<file path="config.mk">
export PLATFORM = sky130hd
export DESIGN_NAME = uart_tx_arbiter
export DESIGN_NICKNAME = d
export VERILOG_FILES = /design/src/rtl/uart_tx_arbiter_pkg.sv /design/src/rtl/uart_tx_arbiter_sync_fifo.sv /design/src/rtl/uart_tx_arbiter.sv
export SDC_FILE = /design/constraint.sdc
export NUM_CORES = 1
export LEC_CHECK = 0
export BUFFER_PORTS_ARGS = -buffer_cell sky130_fd_sc_hd__buf_2
export CAP_MARGIN = 40
export CORE_ASPECT_RATIO = 2
export CORE_UTILIZATION = 40
export CTS_CLUSTER_SIZE = 12
export DETAILED_ROUTE_END_ITERATION = 12
export SYNTH_ARGS = -nofsm -noshare
export SYNTH_HDL_FRONTEND = slang
export SYNTH_SLANG_ARGS = --single-unit
export TNS_END_PERCENT = 20
</file>
<file path="constraint.sdc">
create_clock -name clk -period 2.7 [get_ports clk]
set_clock_uncertainty 0.15 [all_clocks]
set_input_delay 0.405 -clock clk [delete_from_list [all_inputs] [get_ports clk]]
set_output_delay 0.405 -clock clk [all_outputs]
set_load 0.005 [all_outputs]
</file>
<file path="src/rtl/uart_tx_arbiter_pkg.sv">
// uart_tx_arbiter_pkg: shared FSM state encoding, requester indices and ASCII constants
package uart_tx_arbiter_pkg;
  typedef enum logic [1:0] {IDLE, LAUNCH, WAIT_BUSY, WAIT_DONE} tx_state_e;
  localparam int REQ_MORSE = 0;
  localparam int REQ_MANUAL = 1;
  localparam int REQ_STATUS = 2;
  localparam logic [7:0] ASCII_SPACE = 8'h20;
  localparam logic [7:0] ASCII_LF = 8'h0A;
  localparam logic [7:0] ASCII_BS = 8'h08;
endpackage

</file>
<file path="src/rtl/uart_tx_arbiter_sync_fifo.sv">
// uart_tx_arbiter_sync_fifo: 8-bit sync FIFO; push/din in, pop/dout (show-ahead head) out, full/empty/level status
module uart_tx_arbiter_sync_fifo
  import uart_tx_arbiter_pkg::*;
#(
  parameter int DEPTH = 8,
  localparam int AW = $clog2(DEPTH),
  localparam int LW = AW + 1
) (
  input  logic          clk,
  input  logic          rst_n,
  input  logic          push,
  input  logic          pop,
  input  logic [7:0]    din,
  output logic [7:0]    dout,
  output logic          full,
  output logic          empty,
  output logic [LW-1:0] level
);
  logic [7:0] mem [DEPTH];
  logic [AW-1:0] wr_ptr, rd_ptr;
  logic do_push, do_pop;
  assign full = level == LW'(DEPTH);
  assign empty = level == '0;
  assign do_push = push && !full;
  assign do_pop = pop && !empty;
  assign dout = mem[rd_ptr];
  always_ff @(posedge clk) begin
    if (do_push) mem[wr_ptr] <= din;
  end
  always_ff @(posedge clk) begin
    if (!rst_n) begin
      wr_ptr <= '0;
      rd_ptr <= '0;
      level <= '0;
    end else begin
      wr_ptr <= do_push ? wr_ptr + 1'b1 : wr_ptr;
      rd_ptr <= do_pop ? rd_ptr + 1'b1 : rd_ptr;
      level <= level + LW'(do_push) - LW'(do_pop);
    end
  end
endmodule

</file>
<file path="src/rtl/uart_tx_arbiter.sv">
// uart_tx_arbiter: round-robin req_valid/req_data/req_ready sources -> FIFO -> uart_tx (char_to_send_out, send_trigger_out, uart_busy_in); fifo_level, timeout_pulse status
module uart_tx_arbiter
  import uart_tx_arbiter_pkg::*;
#(
  parameter int NUM_REQ = 3,
  parameter int FIFO_DEPTH = 8,
  parameter int BUSY_TIMEOUT = 4,
  localparam int IW = NUM_REQ > 1 ? $clog2(NUM_REQ) : 1,
  localparam int LW = $clog2(FIFO_DEPTH) + 1,
  localparam int CW = BUSY_TIMEOUT > 2 ? $clog2(BUSY_TIMEOUT) : 1
) (
  input  logic                 clk,
  input  logic                 rst_n,
  input  logic [NUM_REQ-1:0]   req_valid,
  input  logic [NUM_REQ*8-1:0] req_data,
  output logic [NUM_REQ-1:0]   req_ready,
  input  logic                 uart_busy_in,
  output logic [7:0]           char_to_send_out,
  output logic                 send_trigger_out,
  output logic [LW-1:0]        fifo_level,
  output logic                 timeout_pulse
);
  tx_state_e state, state_nxt;
  logic [7:0] req_arr [NUM_REQ];
  logic [7:0] head;
  logic [IW-1:0] rr_ptr, gnt_idx, idx;
  logic [IW:0] sum;
  logic [CW-1:0] cnt, cnt_nxt;
  logic gnt_found, accept, full, empty, pop, timeout_nxt;
  for (genvar g = 0; g < NUM_REQ; g++) begin : g_slice
    assign req_arr[g] = req_data[8*g +: 8];
  end
  always_comb begin
    gnt_found = 1'b0;
    gnt_idx = '0;
    sum = '0;
    idx = '0;
    for (int k = 0; k < NUM_REQ; k++) begin
      sum = {1'b0, rr_ptr} + (IW+1)'(k);
      idx = sum >= (IW+1)'(NUM_REQ) ? IW'(sum - (IW+1)'(NUM_REQ)) : IW'(sum);
      if (!gnt_found && req_valid[idx]) begin
        gnt_found = 1'b1;
        gnt_idx = idx;
      end
    end
  end
  assign accept = rst_n && gnt_found && !full;
  assign req_ready = accept ? NUM_REQ'(1) << gnt_idx : '0;
  uart_tx_arbiter_sync_fifo #(.DEPTH(FIFO_DEPTH)) u_fifo (
    .clk(clk),
    .rst_n(rst_n),
    .push(accept),
    .pop(pop),
    .din(req_arr[gnt_idx]),
    .dout(head),
    .full(full),
    .empty(empty),
    .level(fifo_level)
  );
  always_comb begin
    state_nxt = state;
    cnt_nxt = cnt;
    pop = 1'b0;
    timeout_nxt = 1'b0;
    case (state)
      IDLE: begin
        pop = !empty && !uart_busy_in;
        state_nxt = pop ? LAUNCH : IDLE;
      end
      LAUNCH: begin
        cnt_nxt = '0;
        state_nxt = WAIT_BUSY;
      end
      WAIT_BUSY: begin
        timeout_nxt = !uart_busy_in && cnt == CW'(BUSY_TIMEOUT - 1);
        cnt_nxt = uart_busy_in || timeout_nxt ? cnt : cnt + 1'b1;
        state_nxt = uart_busy_in ? WAIT_DONE : timeout_nxt ? IDLE : WAIT_BUSY;
      end
      WAIT_DONE: state_nxt = uart_busy_in ? WAIT_DONE : IDLE;
    endcase
  end
  always_ff @(posedge clk) begin
    if (!rst_n) begin
      state <= IDLE;
      cnt <= '0;
      rr_ptr <= '0;
      char_to_send_out <= '0;
      send_trigger_out <= 1'b0;
      timeout_pulse <= 1'b0;
    end else begin
      state <= state_nxt;
      cnt <= cnt_nxt;
      rr_ptr <= accept ? (gnt_idx == IW'(NUM_REQ - 1) ? '0 : gnt_idx + 1'b1) : rr_ptr;
      char_to_send_out <= pop ? head : char_to_send_out;
      send_trigger_out <= state == LAUNCH;
      timeout_pulse <= timeout_nxt;
    end
  end
endmodule

</file>
* Yosys cells after proc, flatten, opt, wreduce, memory -nomap -nowiden
Memories as Yosys holds them, arrays and structs flattened. A register that Yosys moved wholly into a read port is not among the register bits. Index checks and enable logic that the tools add are counted.
Operators by class: add/subtract/negate cells 11, magnitude comparators 7, equality and inequality tests 7, shifts and indexed selects 1, muxes and demuxes 30, bitwise operators 1, reduce and logical (&&, ||, !) cells 20
Operators with widths (count):
- $mux 2 | 11
- $bmux 8 s2 | 1
- $mux 8 | 2
- $mux 1 | 10
- $lt 2x3->1 const B | 3
- $eq 2x2->1 const B | 4
- $logic_and 1x1->1 | 8
- $pmux 2 s4 | 1
- $add 3x1->3 const B | 2
- $bmux 1 s2 | 3
- $ge 3x2->1 const B | 2
- $logic_not 1->1 | 6
- $sub 2x2->2 const B | 3
- $add 2x1->2 const B | 2
- $add 4x1->4 | 1
- $eq 4x4->1 const B | 1
- $logic_not 4->1 | 1
- $pmux 2 s2 | 1
- $reduce_and 2->1 | 2
- $sub 4x1->4 | 1
- $add 2x1->3 const B | 1
- $add 2x2->3 const B | 1
- $ge 3x3->1 const B | 1
- $mux 3 | 1
- other kinds (8) | 8
Word-level totals: bits in registers 18, bits in writable memories 64, input port bits 30, output and inout port bits 17, logic and storage cells 86, memories 1
Memories:
- u_fifo.mem | words 8, bits a word 8, read ports 1, clocked after memory_dff 1, wr ports 1, line uart_tx_arbiter_sync_fifo.sv:19 | logic [7:0] mem [DEPTH];

* Longest topological paths before layout
Gate-level depths: netlist of the first run.
word-level depth 16, gate-level depth with buffers 12

* Hierarchy
From an unflattened synthesis of the first run, not the netlist that was laid out.
Second synthesis, totals: cell total of the unflattened synthesis 312, area, all modules 4398.0 um^2
By module, submodules not included:
- uart_tx_arbiter_sync_fifo | instances 1, cells an instance 172, area an instance 3180.6 um^2, sequential area each 2182.1 um^2
- uart_tx_arbiter | instances 1, cells an instance 140, area an instance 1217.4 um^2, sequential area each 320.3 um^2

* Worst setup path before layout of the first run
OpenSTA, ideal clock, no wires.
path type reg2reg, start register rr_ptr[0], end memory u_fifo.mem[2][0] (enable), library setup time 0.398 ns, arrival 2.425 ns, required time 2.152 ns, slack -0.272 ns, stages on the path, launching flop included 8, path buffers 1, clock period less this slack 2.972 ns, cell sequence dfxtp_1 inv_1 ha_1 nand3b_1 o21ai_1 o311ai_2 buf_2 nor4b_1
Between the ends: word-level cells in the longest chain between the ends 16
Ends and longest elaborated chain:
- start, declared | line uart_tx_arbiter.sv:26 | logic [IW-1:0] rr_ptr, gnt_idx, idx;
- start signal, assigned | line uart_tx_arbiter.sv:93 | rr_ptr <= accept ? (gnt_idx == IW'(NUM_REQ - 1) ? '0 : gnt_idx + 1'b1) : rr_ptr;
- branches (longest 10 deep; another with $add 2x1->3)
- $mux 1 * | line uart_tx_arbiter.sv:41 | if (!gnt_found && req_valid[idx]) begin
- $logic_and 1x1->1 * (2 in a row) | line uart_tx_arbiter.sv:47 | assign accept = rst_n && gnt_found && !full;
- $logic_and 1x1->1 * | line uart_tx_arbiter_sync_fifo.sv:24 | assign do_push = push && !full;
- $mux 1 * | line uart_tx_arbiter_sync_fifo.sv:28 | if (do_push) mem[wr_ptr] <= din;
- $mux 1 (implied by the code) * | line uart_tx_arbiter_sync_fifo.sv:28
- end, declared | line uart_tx_arbiter_sync_fifo.sv:19
Mark *: on every way between the ends. The select of a mux whose other input is x is not followed.

* Worst setup path after layout of the first run
start register rr_ptr[1], end output port req_ready[0]
Between the ends: word-level cells in the longest chain between the ends 14
Ends and longest elaborated chain:
- branches (longest 13 deep; another with $add 2x1->3)
- $mux 3 * | line uart_tx_arbiter.sv:48 | assign req_ready = accept ? NUM_REQ'(1) << gnt_idx : '0;
- end, declared | line uart_tx_arbiter.sv:16 | output logic [NUM_REQ-1:0] req_ready,
Marks and branches as above.

==> key figures, run 1 <==
Run status
  – Status: complete, but fails checks
  – Violated checks: negative setup slack

Synth
  – Number of synthesized flops with an enable pin: 64
  – YS warnings: 0
  – Register area share after synthesis: 58.7%
  – Syn Nets: 333
  – Predominant post-synthesis flop cell: edfxtp_1
  – Syn avg cell area: 14.4 µm²
  – Count of cell types in the netlist: 49
  – Synthesized instance count: 289
  – Seq cells post-synth: 90
  – Asr flop ratio synth: 0%
  – Mapped Area: 4160 µm²

Cells and area
  – Final nets: 402
  – Multi-input logic area: 1730 µm²
  – Finished Cell Area: 5210 µm²
  – Layout cells sized above 1: 38.3%
  – Non-filler cells, final: 498
  – Ant. Diodes: 0
  – Sequential cell area: 2450 µm²
  – Area growth, synth to finish: 25.2%
  – Filler instances: 869

Drt
  – Mean number of vias per cell: 5.21
  – Final ANT Viol Nets: 0
  – Final wirelength: 8.23 mm
  – Routed wire per std cell: 16.5 µm
  – Initial DRT Pass Iterations: 4
  – # DRC: 0
  – Via count: 2,597
  – Iter 0 DRT Violations: 80

Power and ir drop
  – Max rail drop VDD: 0.00122 V
  – Power per cell area: 1240 nW/µm²
  – Pwr Total: 6.45 mW
  – Leakage power: 1.96 nW

CTS
  – Root buffer cell: clkbuf_16
  – CTS Sinks: 90
  – CTS hold repair buffers: 0
  – Worst skew pair latency: 0.34 ns
  – Total CTS buffers: 9
  – H-tree Lvls: 3
  – Worst-path clk slew: 0.06 ns
  – Worst-case clock buffer depth: 2
  – TritonCTS clock tree: done

GRT
  – Global-route wire length before repair: 13.1 mm
  – GRT overflow: 0
  – Initial antenna violation count: 0
  – All-Layer GR Usage: 16.6%
  – Largest net degree at the start of global routing: 27
  – Vias in the first global route: 2,595

Setup path
  – Crit path kind: reg -> out
  – CP required: 2.14 ns
  – Startpoint Class: register
  – Arrival time worst endpoint: 2.15 ns
  – Critical path endpoint category: primary output
  – Worst-path fanout max: 4

Die
  – Initial Utilization: 41.3%
  – Top Ports: 47
  – DIE HEIGHT: 146 µm
  – Cell row count: 52
  – CORE AREA: 10,100 µm²
  – Die X: 74.1 µm
  – Die area: 10,800 µm²

STA
  – Final setup fails: 1
  – Worst-Margin Slew: 0.578 ns
  – F_max: 370 MHz
  – Slew Limit Headroom: 61.4%
  – Min Tclk post-route: 2.70 ns
  – Period Utilization, post-route: 100%
  – RSZ-0062 raised after global routing: yes
  – Final hold viol count: 0
  – Setup WS post-layout: -0.000254 ns
  – Setup TNS: -0.000254 ns
  – Max Slew Vio Count: 0

Placed design
  – Gpl congestion: 0.750
  – Dpl ws: 0.0140 ns
  – HPWL after DPL: 5.87 mm
  – Cell count after placement: 473
  – Dpl cell area: 4640 µm²
  – IO buf count: 46

Worst hold path
  – HP Class: in -> reg

Flow run
  – Max cap viols: 0
==> critical path, stage by stage (launching register included) <==
cell	delay [ns]
dfxtp_4	0.39
inv_4	0.05
ha_4	0.18
mux2i_4	0.21
o22ai_4	0.28
o32ai_4	0.16
o21a_4	0.26
nor3_4	0.15
buf_2	0.13
==> cells in the final DEF, fill, tap and decap left out, types with 3 or more instances in the layout <==
cell,count
mux4_2,16
xnor2_1,3
o211ai_1,16
and2_1,6
dfxtp_1,24
nor3_1,4
inv_1,16
nor2b_1,5
nand3_1,4
edfxtp_1,64
buf_4,30
a21oi_1,4
clkbuf_16,9
o211a_1,8
ha_1,11
nand2_1,20
buf_2,45
nor2_1,7
mux2i_1,10
o311ai_4,5
==> metal layers <==
layer / up-vias / share of wire [%] / GRT usage (%)
li1: 1248 / - / -
met1: 1271 / 37 / 17.5
met2: 58 / 57 / 29.4
met3: 20 / 2.9 / 3.86
met4: 0 / 3.2 / 8.75
met5: - / 0 / 0
==> area by class of cell <==
type | count | area share (%)
clock buffer | 10 | 4.59
clock inverter | 6 | 1.71
inverter | 19 | 1.46
multi-input combinational | 162 | 33.1
sequential | 90 | 47.0
tap | 135 | 3.24
timing repair buffer | 76 | 8.86
==> cell families after synthesis <==
kind of cell | synth area share, %
compound gates | 12.2
xor+xnor | 1.05
buf+inv | 3.94
flops | 58.7
simple gates | 7.52
fa+ha+maj | 4.39
mux | 12.2
==> cell usage after synthesis, drive strengths merged (2+ instances only) <==
cell type,count,area share (%)
nand3,4,0.48
xnor2,3,0.63
buf,10,1.5
dfxtp,26,13
nor3,5,0.60
mux4,16,8.7
nor2,7,0.63
nor3b,2,0.36
and2,7,1.1
edfxtp,64,46
ha,13,3.9
a21oi,4,0.48
o21ai,4,0.48
nand2,20,1.8
nor2b,5,0.75
clkbuf,8,0.72
o21a,3,0.90
xor2,2,0.42
o211ai,16,2.9
mux2i,13,3.2
o211a,8,1.9
o311ai,9,3.2
inv,19,1.7
a22oi,2,0.36
o22ai,2,0.45
nor4b,3,0.99
==> through the flow <==
| stage | utilization, % | hold slack [ns] |
|---|---|---|
| after floorplan | - | 0.332 |
| after detailed placement | 46.0 | 0.334 |
| after global routing | 51.7 | 0.159 |
| after CTS | 50.5 | 0.154 |
| after global placement | 46.0 | 0.330 |
| final | 51.7 | 0.166 |
==> sequential cells by signal, indices dropped and copies added (netlist names) <==
signal	cells
u_fifo.mem	64
char_to_send_out	8
u_fifo.level	4
u_fifo.rd_ptr	3
u_fifo.wr_ptr	3
cnt	2
rr_ptr	2
state	2
send_trigger_out	1
timeout_pulse	1
==> path summary, 6_finish.rpt <==
path / from / endpoint / slack [ns] / depth (start not counted)
min reg2reg: char_to_send_out[6] / char_to_send_out[6] / 0.34 / 1
max: rr_ptr[1] / req_ready[0] / -0.0003 / 8
max reg2reg: rr_ptr[1] / u_fifo.mem[5][0] / 0.03 / 8
min: uart_busy_in / timeout_pulse / 0.17 / 2
==> what timing repair did <==
item | in CTS | in global routing
buffers inserted | 5 | 4
pin swaps | 8 | 6
hold endpoints to repair | 0 | 0
endpoints found under the setup margin | 3 | 51
gates resized for setup | 20 | 14
==> where the power goes <==
part | total [mW] | internal [mW] | switching [mW] | leakage (nW)
registers | 2.26 | 2.10 | 0.155 | 0.797
clock network | 1.34 | 0.837 | 0.507 | 0.155
logic | 2.85 | 1.32 | 1.54 | 1.00
(Power assumes the default switching activity.)
==> run 2: changes to the inputs <==
--- a/constraint.sdc
+++ b/constraint.sdc
@@ -4,2 +4,2 @@
 set_output_delay 0.405 -clock clk [all_outputs]
-set_load 0.005 [all_outputs]
+set_load 0.01 [all_outputs]
==> run 2 against run 1 <==
  * The flow still finishes with violations (negative setup slack)
  * Non-clock buffer count is 14 higher
  * Clock power is 4% lower
  * Power is 4.2% higher
  * Combinational power is 12% higher
  * Die area stayed put
  * Via count is 1.7% higher
  * Worst hold slack better by 0.023 ns
  * Highest routed layer unchanged
==> key figures, run 2 (same netlist as run 1, synthesis figures left out) <==
STA
  – Setup WS post-layout: -0.154 ns (-0.154 ns)
  – Setup TNS: -0.296 ns (-0.296 ns)
  – Slew Limit Headroom: 61.6% (+0.21 points)
  – Worst-Margin Slew: 0.575 ns (-0.00308 ns)
  – Min Hold Slack: 0.190 ns (+0.0233 ns)
  – Final setup fails: 3 (+2)
  – F_max: 350 MHz (-5.4%)
  – Final hold viol count: 0 (unchanged)
  – Min Tclk post-route: 2.85 ns (+0.154 ns)
  – RSZ-0062 raised after global routing: yes
  – Period Utilization, post-route: 106% (+5.7 points)
  – Max Slew Vio Count: 0 (unchanged)

CTS
  – Worst-path clk slew: 0.06 ns (about the same)
  – H-tree Lvls: 3 (unchanged)
  – Root buffer cell: clkbuf_16
  – Worst-case clock buffer depth: 2 (unchanged)
  – TritonCTS clock tree: done
  – CTS Sinks: 90 (unchanged)
  – Total CTS buffers: 9 (unchanged)
  – CTS hold repair buffers: 0 (unchanged)
  – Worst skew pair latency: 0.34 ns (about the same)

Die
  – DIE HEIGHT: 146 µm (unchanged)
  – Top Ports: 47 (unchanged)
  – Cell row count: 52 (unchanged)
  – CORE AREA: 10,100 µm² (unchanged)
  – Die area: 10,800 µm² (unchanged)
  – Initial Utilization: 41.3% (unchanged)
  – Die X: 74.1 µm (unchanged)

Flow run
  – Max cap viols: 0 (unchanged)

Power and ir drop
  – Max rail drop VDD: 0.000843 V (-31%)
  – Power per cell area: 1260 nW/µm² (+1.4%)
  – Leakage power: 2.04 nW (+4.0%)
  – Internal: 4.37 mW (+2.8%)
  – Switch share: 35.0% (+0.91 points)
  – Clk pwr share: 19.0% (-1.8 points)
  – Sw Pwr: 2.35 mW (+7.0%)
  – Logic gate share of total power: 47.6% (+3.4 points)
  – Sequential Power Share: 33.5% (-1.5 points)

Cells and area
  – Multi-input logic area: 1770 µm² (+2.6%)
  – Most frequent cells in the layout: edfxtp_1 (64), buf_2 (45), buf_4 (41)
  – Final nets: 416 (+3.5%)
  – Ant. Diodes: 0 (unchanged)
  – Sequential cell area: 2450 µm² (unchanged)
  – Max FFs per register: 64 (unchanged)
  – Most flops, register: u_fifo.mem
  – Layout cells sized above 1: 42.2% (+3.9 points)
  – Filler instances: 859 (-1.2%)
  – Most common cell after layout, fill and taps aside: edfxtp_1
  – Area growth, synth to finish: 28.8%
  – Post-Route Utilization: 53.1% (+1.5 points)
  – Largest regs: u_fifo.mem: 64 flops, char_to_send_out: 8 flops, u_fifo.level: 4 flops

Setup path
  – Worst-path fanout max: 4 (unchanged)
  – Arrival time worst endpoint: 2.30 ns (+0.15 ns)
  – Crit path kind: reg -> out
  – Startpoint Class: register
  – CP required: 2.14 ns (about the same)
  – Critical Path Start: rr_ptr[1]
  – FF-to-FF Start: rr_ptr[1]
  – Critical path endpoint category: primary output

Drt
  – Via count: 2,641 (+1.7%)
  – Mean number of vias per cell: 5.16 (-1.1%)
  – Final ANT Viol Nets: 0 (unchanged)
  – Iter 0 DRT Violations: 118 (+48%)
  – # DRC: 0 (unchanged)
  – Final wirelength: 8.64 mm (+5.0%)
  – Initial DRT Pass Iterations: 4 (unchanged)
  – Routed wire per std cell: 16.9 µm (+2.2%)

GRT
  – Global-route wire length before repair: 13.8 mm (+5.8%)
  – GRT overflow: 0 (unchanged)
  – Initial antenna violation count: 0 (unchanged)
  – All-Layer GR Usage: 17.6% (+0.98 points)
  – Vias in the first global route: 2,712 (+4.5%)
  – Largest net degree at the start of global routing: 27 (unchanged)

Run status
  – Status: complete, but fails checks
  – Violated checks: negative setup slack

Placed design
  – IO buf count: 46 (unchanged)
  – Gpl congestion: 0.749 (about the same)
  – HPWL after DPL: 6.21 mm (+5.8%)

Worst hold path
  – HP Class: in -> reg
  – Worst hold start: uart_busy_in
[run 2: cell types whose count changed in the layout (fill, tap and decap cells not counted), sizes merged]
| cell | previous run | this run |
|---|---|---|
| inv | 20 | 21 |
| buf | 76 | 90 |
| clkinvlp | 2 | 1 |
| bufinv | 2 | 1 |
| clkinv | 1 | 2 |
[run 2: layout make-up]
type / instances / area share [%]
inverters: 19 / 1.38
clock inverters: 6 / 1.35
flip-flops and latches: 90 / 45.7
repair buffers: 90 / 10.9
clock buffers: 10 / 4.46
multi-input cells: 162 / 33.1
well taps: 135 / 3.15
[run 2: repair_timing]
action	4_1_cts	5_1_grt
setup endpoints to repair	72	46
setup buffers	7	2
pin swaps	6	4
gates resized for setup	27	17
[run 2: per-stage QoR]
step / power, mW / setup WS [ns] / area (µm²) / cells
after floorplan: 3.96 / -0.177 / 4170 / 289
after CTS: 6.54 / -0.123 / 5240 / 511
after global placement: 4.81 / -0.0245 / 4750 / 488
after global routing: 7.10 / -0.241 / 5360 / 512
final: 6.73 / -0.154 / 5360 / 512
after detailed placement: 4.89 / -0.152 / 4750 / 488
[run 2: worst max-delay path, cell delays in order, from the launching register on]
cell     delay [ns]
dfxtp_4        0.37
inv_4          0.06
ha_4           0.18
mux2i_4        0.30
o22ai_4        0.13
buf_6          0.15
nor4b_4        0.26
o21a_4         0.18
buf_6          0.11
and2_4         0.13
buf_6          0.09
[run 2: per-layer routing]
metal	routed length, µm	vias to the layer above	GRT usage [%]
met1	3100	1302	17.8
li1	-	1276	-
met4	187	0	7.12
met2	5130	51	33.0
met3	232	12	3.93
met5	0	-	0
[run 2: path summary, 6_finish.rpt]
kind	endpoint	slack, ns	cells after the start
setup / recovery	req_ready[2]	-0.15	10
hold / removal	timeout_pulse	0.19	2
setup reg to reg	u_fifo.mem[3][4]	0.11	10
hold reg to reg	char_to_send_out[7]	0.34	1
[run 2: power by group through the flow]
stage / clock (mW) / sequential (mW) / combinational [mW]
CTS: 1.31 / 2.25 / 2.98
finish: 1.28 / 2.25 / 3.20
detailed placement: 0 / 2.26 / 2.63
global placement: 0 / 2.25 / 2.56
floorplan: 0 / 2.24 / 1.72
global route: 1.36 / 2.28 / 3.46
==> run 3: changes to the inputs <==
- SYNTH_HIERARCHICAL: not set -> 1
==> run 3 against run 2 <==
  * The run still ends with negative setup slack left
  * Cell count grew 4.1%
  * Register-to-register slack lost 0.10 ns
  * Largest cell class unchanged
  * Critical path depth shrank 2
  * Power shrank 9.9%
==> key figures, run 3 <==
GRT
  – Global-route wire length before repair: 13.7 mm (-0.74%)
  – All-Layer GR Usage: 15.7% (-1.9 points)
  – Vias in the first global route: 2,869 (+5.8%)
  – Largest net degree at the start of global routing: 19 (-30%)
  – GRT overflow: 0 (unchanged)
  – Initial antenna violation count: 0 (unchanged)

Setup path
  – Worst r2r dst: u_fifo/level[2]
  – Crit-path slowest cell: dfxtp_4
  – CP required: 2.14 ns (about the same)
  – R2R Setup Slk: 0.01 ns (-0.10 ns)
  – Arrival time worst endpoint: 2.24 ns (-0.06 ns)
  – FF-to-FF Start: rr_ptr[0]
  – Worst-path fanout max: 7 (+3)
  – Worst Reg-to-Reg Cells: 12 (+2)
  – Startpoint Class: register
  – CP delay by family, top: compound AO/OA/AOI/OAI gates
  – Critical path endpoint category: primary output
  – Crit-path cells: inv_4 > ha_4 > mux2_4 > a221oi_4 > a32oi_2 > and2_4 > nor3b_2 > buf_2
  – Crit path kind: reg -> out
  – Buf/Inv on CP: 2 (-2)
  – Crit path largest cell delay: 0.38 ns (about the same)

STA
  – RSZ-0062 raised after global routing: yes
  – Setup TNS: -0.168 ns (+0.128 ns)
  – Min Hold Slack: 0.163 ns (-0.0268 ns)
  – Worst-Margin Slew: 0.569 ns (-0.00584 ns)
  – Final hold viol count: 0 (unchanged)
  – Final setup fails: 3 (unchanged)
  – Max Slew Vio Count: 0 (unchanged)
  – F_max: 358 MHz (+2.0%)
  – Min Tclk post-route: 2.80 ns (-0.0573 ns)
  – Slew Limit Headroom: 62.0% (+0.40 points)
  – Setup WS post-layout: -0.0966 ns (+0.0573 ns)
  – Period Utilization, post-route: 104% (-2.1 points)

CTS
  – CTS Sinks: 93 (+3.3%)
  – CTS hold repair buffers: 0 (unchanged)
  – TritonCTS clock tree: done
  – H-tree Lvls: 3 (unchanged)
  – Root buffer cell: clkbuf_16
  – Worst skew pair latency: 0.34 ns (about the same)
  – Worst-path clk slew: 0.07 ns (about the same)
  – Total CTS buffers: 9 (unchanged)
  – Worst-case clock buffer depth: 2 (unchanged)

Synth
  – Xor/xnor share of the synthesized area: 0.398% (-0.65 points)
  – Yosys top cell by area: edfxtp_1
  – YS warnings: 6 (+6)
  – Predominant post-synthesis flop cell: edfxtp_1
  – Synthesized instance count: 312 (+8.0%)
  – Synth top cells by count: edfxtp_1 (64), dfxtp_1 (29), nand2_1 (25)
  – Seq cells post-synth: 93 (+3.3%)
  – Mapped Area: 4400 µm² (+5.7%)
  – Register area share after synthesis: 56.9% (-1.8 points)
  – Number of synthesized flops with an enable pin: 64 (unchanged)
  – Compound-Gate Fraction of Synth Area: 8.22% (-4.0 points)
  – Simple-Gate Fraction of Synth Area: 11.2% (+3.7 points)
  – Largest family of logic cells by synthesized area: multiplexers
  – Asr flop ratio synth: 0% (unchanged)
  – Syn avg cell area: 14.1 µm² (-2.1%)
  – Top-count cell post-synth: edfxtp_1
  – Count of cell types in the netlist: 52 (+6.1%)
  – Area contributors post-synth: edfxtp_1 (44%), dfxtp_1 (13%), mux4_1 (9.0%), mux2i_1 (3.9%), ha_1 (3.4%)
  – Area share of fa/ha/maj cells after synthesis: 3.87% (-0.52 points)
  – Syn Nets: 355 (+6.6%)
  – Post-synth top area share: 43.7% (-2.5 points)
  – Mux cell area share after synthesis: 15.7% (+3.6 points)

Cells and area
  – Ant. Diodes: 0 (unchanged)
  – Most common cell after layout, fill and taps aside: edfxtp_1
  – Layout cells sized above 1: 36.6% (-5.6 points)
  – Most frequent cells in the layout: edfxtp_1 (64), buf_2 (46), buf_4 (34)
  – Area growth, synth to finish: 24.2%
  – Final nets: 434 (+4.3%)
  – Max FFs per register: 64 (unchanged)
  – Most flops, register: u_fifo/mem
  – Filler instances: 948 (+10%)
  – Largest regs: u_fifo/mem: 64 flops, char_to_send_out: 8 flops, u_fifo/level: 4 flops

Die
  – DIE HEIGHT: 150 µm (+2.8%)
  – Top Ports: 47 (unchanged)
  – Die area: 11,400 µm² (+5.6%)
  – CORE AREA: 10,600 µm² (+5.2%)
  – Initial Utilization: 41.5% (+0.20 points)
  – Cell row count: 53 (+1.9%)
  – Die X: 76.1 µm (+2.7%)

Power and ir drop
  – Max rail drop VDD: 0.000634 V (-25%)
  – Leakage power: 2.07 nW (+1.5%)
  – Power per cell area: 1110 nW/µm² (-12%)

Drt
  – Final ANT Viol Nets: 0 (unchanged)
  – Routed wire per std cell: 15.9 µm (-5.6%)
  – Mean number of vias per cell: 5.18 (+0.50%)
  – Iter 0 DRT Violations: 80 (-32%)
  – # DRC: 0 (unchanged)
  – Initial DRT Pass Iterations: 4 (unchanged)
  – Final wirelength: 8.49 mm (-1.7%)
  – Via count: 2,763 (+4.6%)

Worst hold path
  – Hold EP: timeout_pulse
  – HP Class: in -> reg
  – Worst hold start: uart_busy_in
  – Hold Path Cell Cnt: 2 (unchanged)

Run status
  – Status: complete, but fails checks
  – Violated checks: negative setup slack

Placed design
  – Gpl congestion: 0.744 (-0.64%)
  – IO buf count: 46 (unchanged)
  – HPWL after DPL: 6.22 mm (+0.22%)

Flow run
  – Max cap viols: 0 (unchanged)
-- run 3: cell types whose count changed after synthesis, moves of 5 or more --
cell	delta
o311ai_2	-7
o211a_1	-8
o221ai_2	+8
nand4_1	+8
o211ai_1	-16
nor2_1	+14
nand2b_1	+7
mux2i_1	+5
mux4_1	+15
mux2_2	+7
mux4_2	-15
nand2_1	+5
-- run 3: per-layer routing --
| metal | track usage (%) | share of wire, % | up-vias |
|---|---|---|---|
| li1 | - | - | 1348 |
| met4 | 7.12 | 1.6 | 0 |
| met3 | 2.97 | 2.3 | 9 |
| met2 | 30.7 | 59 | 51 |
| met5 | 0 | 0 | - |
| met1 | 15.9 | 38 | 1355 |
-- run 3: layout make-up --
class	instances	area, µm²	area share (%)
multi-input combinational	188	1900	34.8
clock inverter	6	45.0	0.825
sequential	93	2510	46.0
tap	137	171	3.14
clock buffer	10	229	4.19
timing repair buffer	82	538	9.85
inverter	17	68.8	1.26
-- run 3: logic make-up (layout without fill, tap and decap cells) --
logic type / after synthesis / count (layout)
XOR/XNOR: 2 / 2
adder cells (fa/ha/maj): 13 / 13
AO/OA/AOI/OAI: 36 / 36
buffers and inverters: 31 / 115
flip-flops: 93 / 93
multiplexers: 42 / 42
AND/OR/NAND/NOR: 95 / 95
-- run 3: power by group --
| part | internal (mW) | switching (mW) |
|---|---|---|
| Combinational | 1.33 | 1.36 |
| Sequential | 2.05 | 0.158 |
| Clock | 0.629 | 0.531 |
| Total | 4.01 | 2.05 |
-- run 3: timing repair --
item,in CTS,in global routing
gates resized for setup,11,14
pin swaps,8,6
buffers inserted,4,8
endpoints found under the setup margin,4,78
cloned,1,0
-- run 3: how the worst max path moves through the flow --
| stage | cells after the start | startpoint | endpoint | slack, ns |
|---|---|---|---|---|
| 6_report | 8 | rr_ptr[0] | req_ready[2] | -0.1 |
| 3_5_place_dp | 12 | rr_ptr[0] | u_fifo/level[2] | -0.02 |
| 5_1_grt | 8 | rr_ptr[0] | req_ready[2] | -0.18 |
| 2_1_floorplan | 12 | rr_ptr[0] | u_fifo/level[2] | 0.005 |
| 4_1_cts | 8 | rr_ptr[0] | req_ready[2] | -0.16 |
| 3_3_place_gp | 12 | rr_ptr[0] | u_fifo/level[2] | 0.06 |
-- run 3: per-stage QoR --
step           utilization [%]  setup slack [ns]  power (mW)  cells  instance area [µm²]
2_1_floorplan                -           0.00548        3.88    312                 4450
3_3_place_gp              46.6            0.0554        4.49    504                 4940
3_5_place_dp              46.6           -0.0199        4.55    504                 4940
4_1_cts                   50.2            -0.156        5.92    525                 5320
5_1_grt                   51.5            -0.179        6.43    533                 5460
6_report                  51.5           -0.0966        6.06    533                 5460
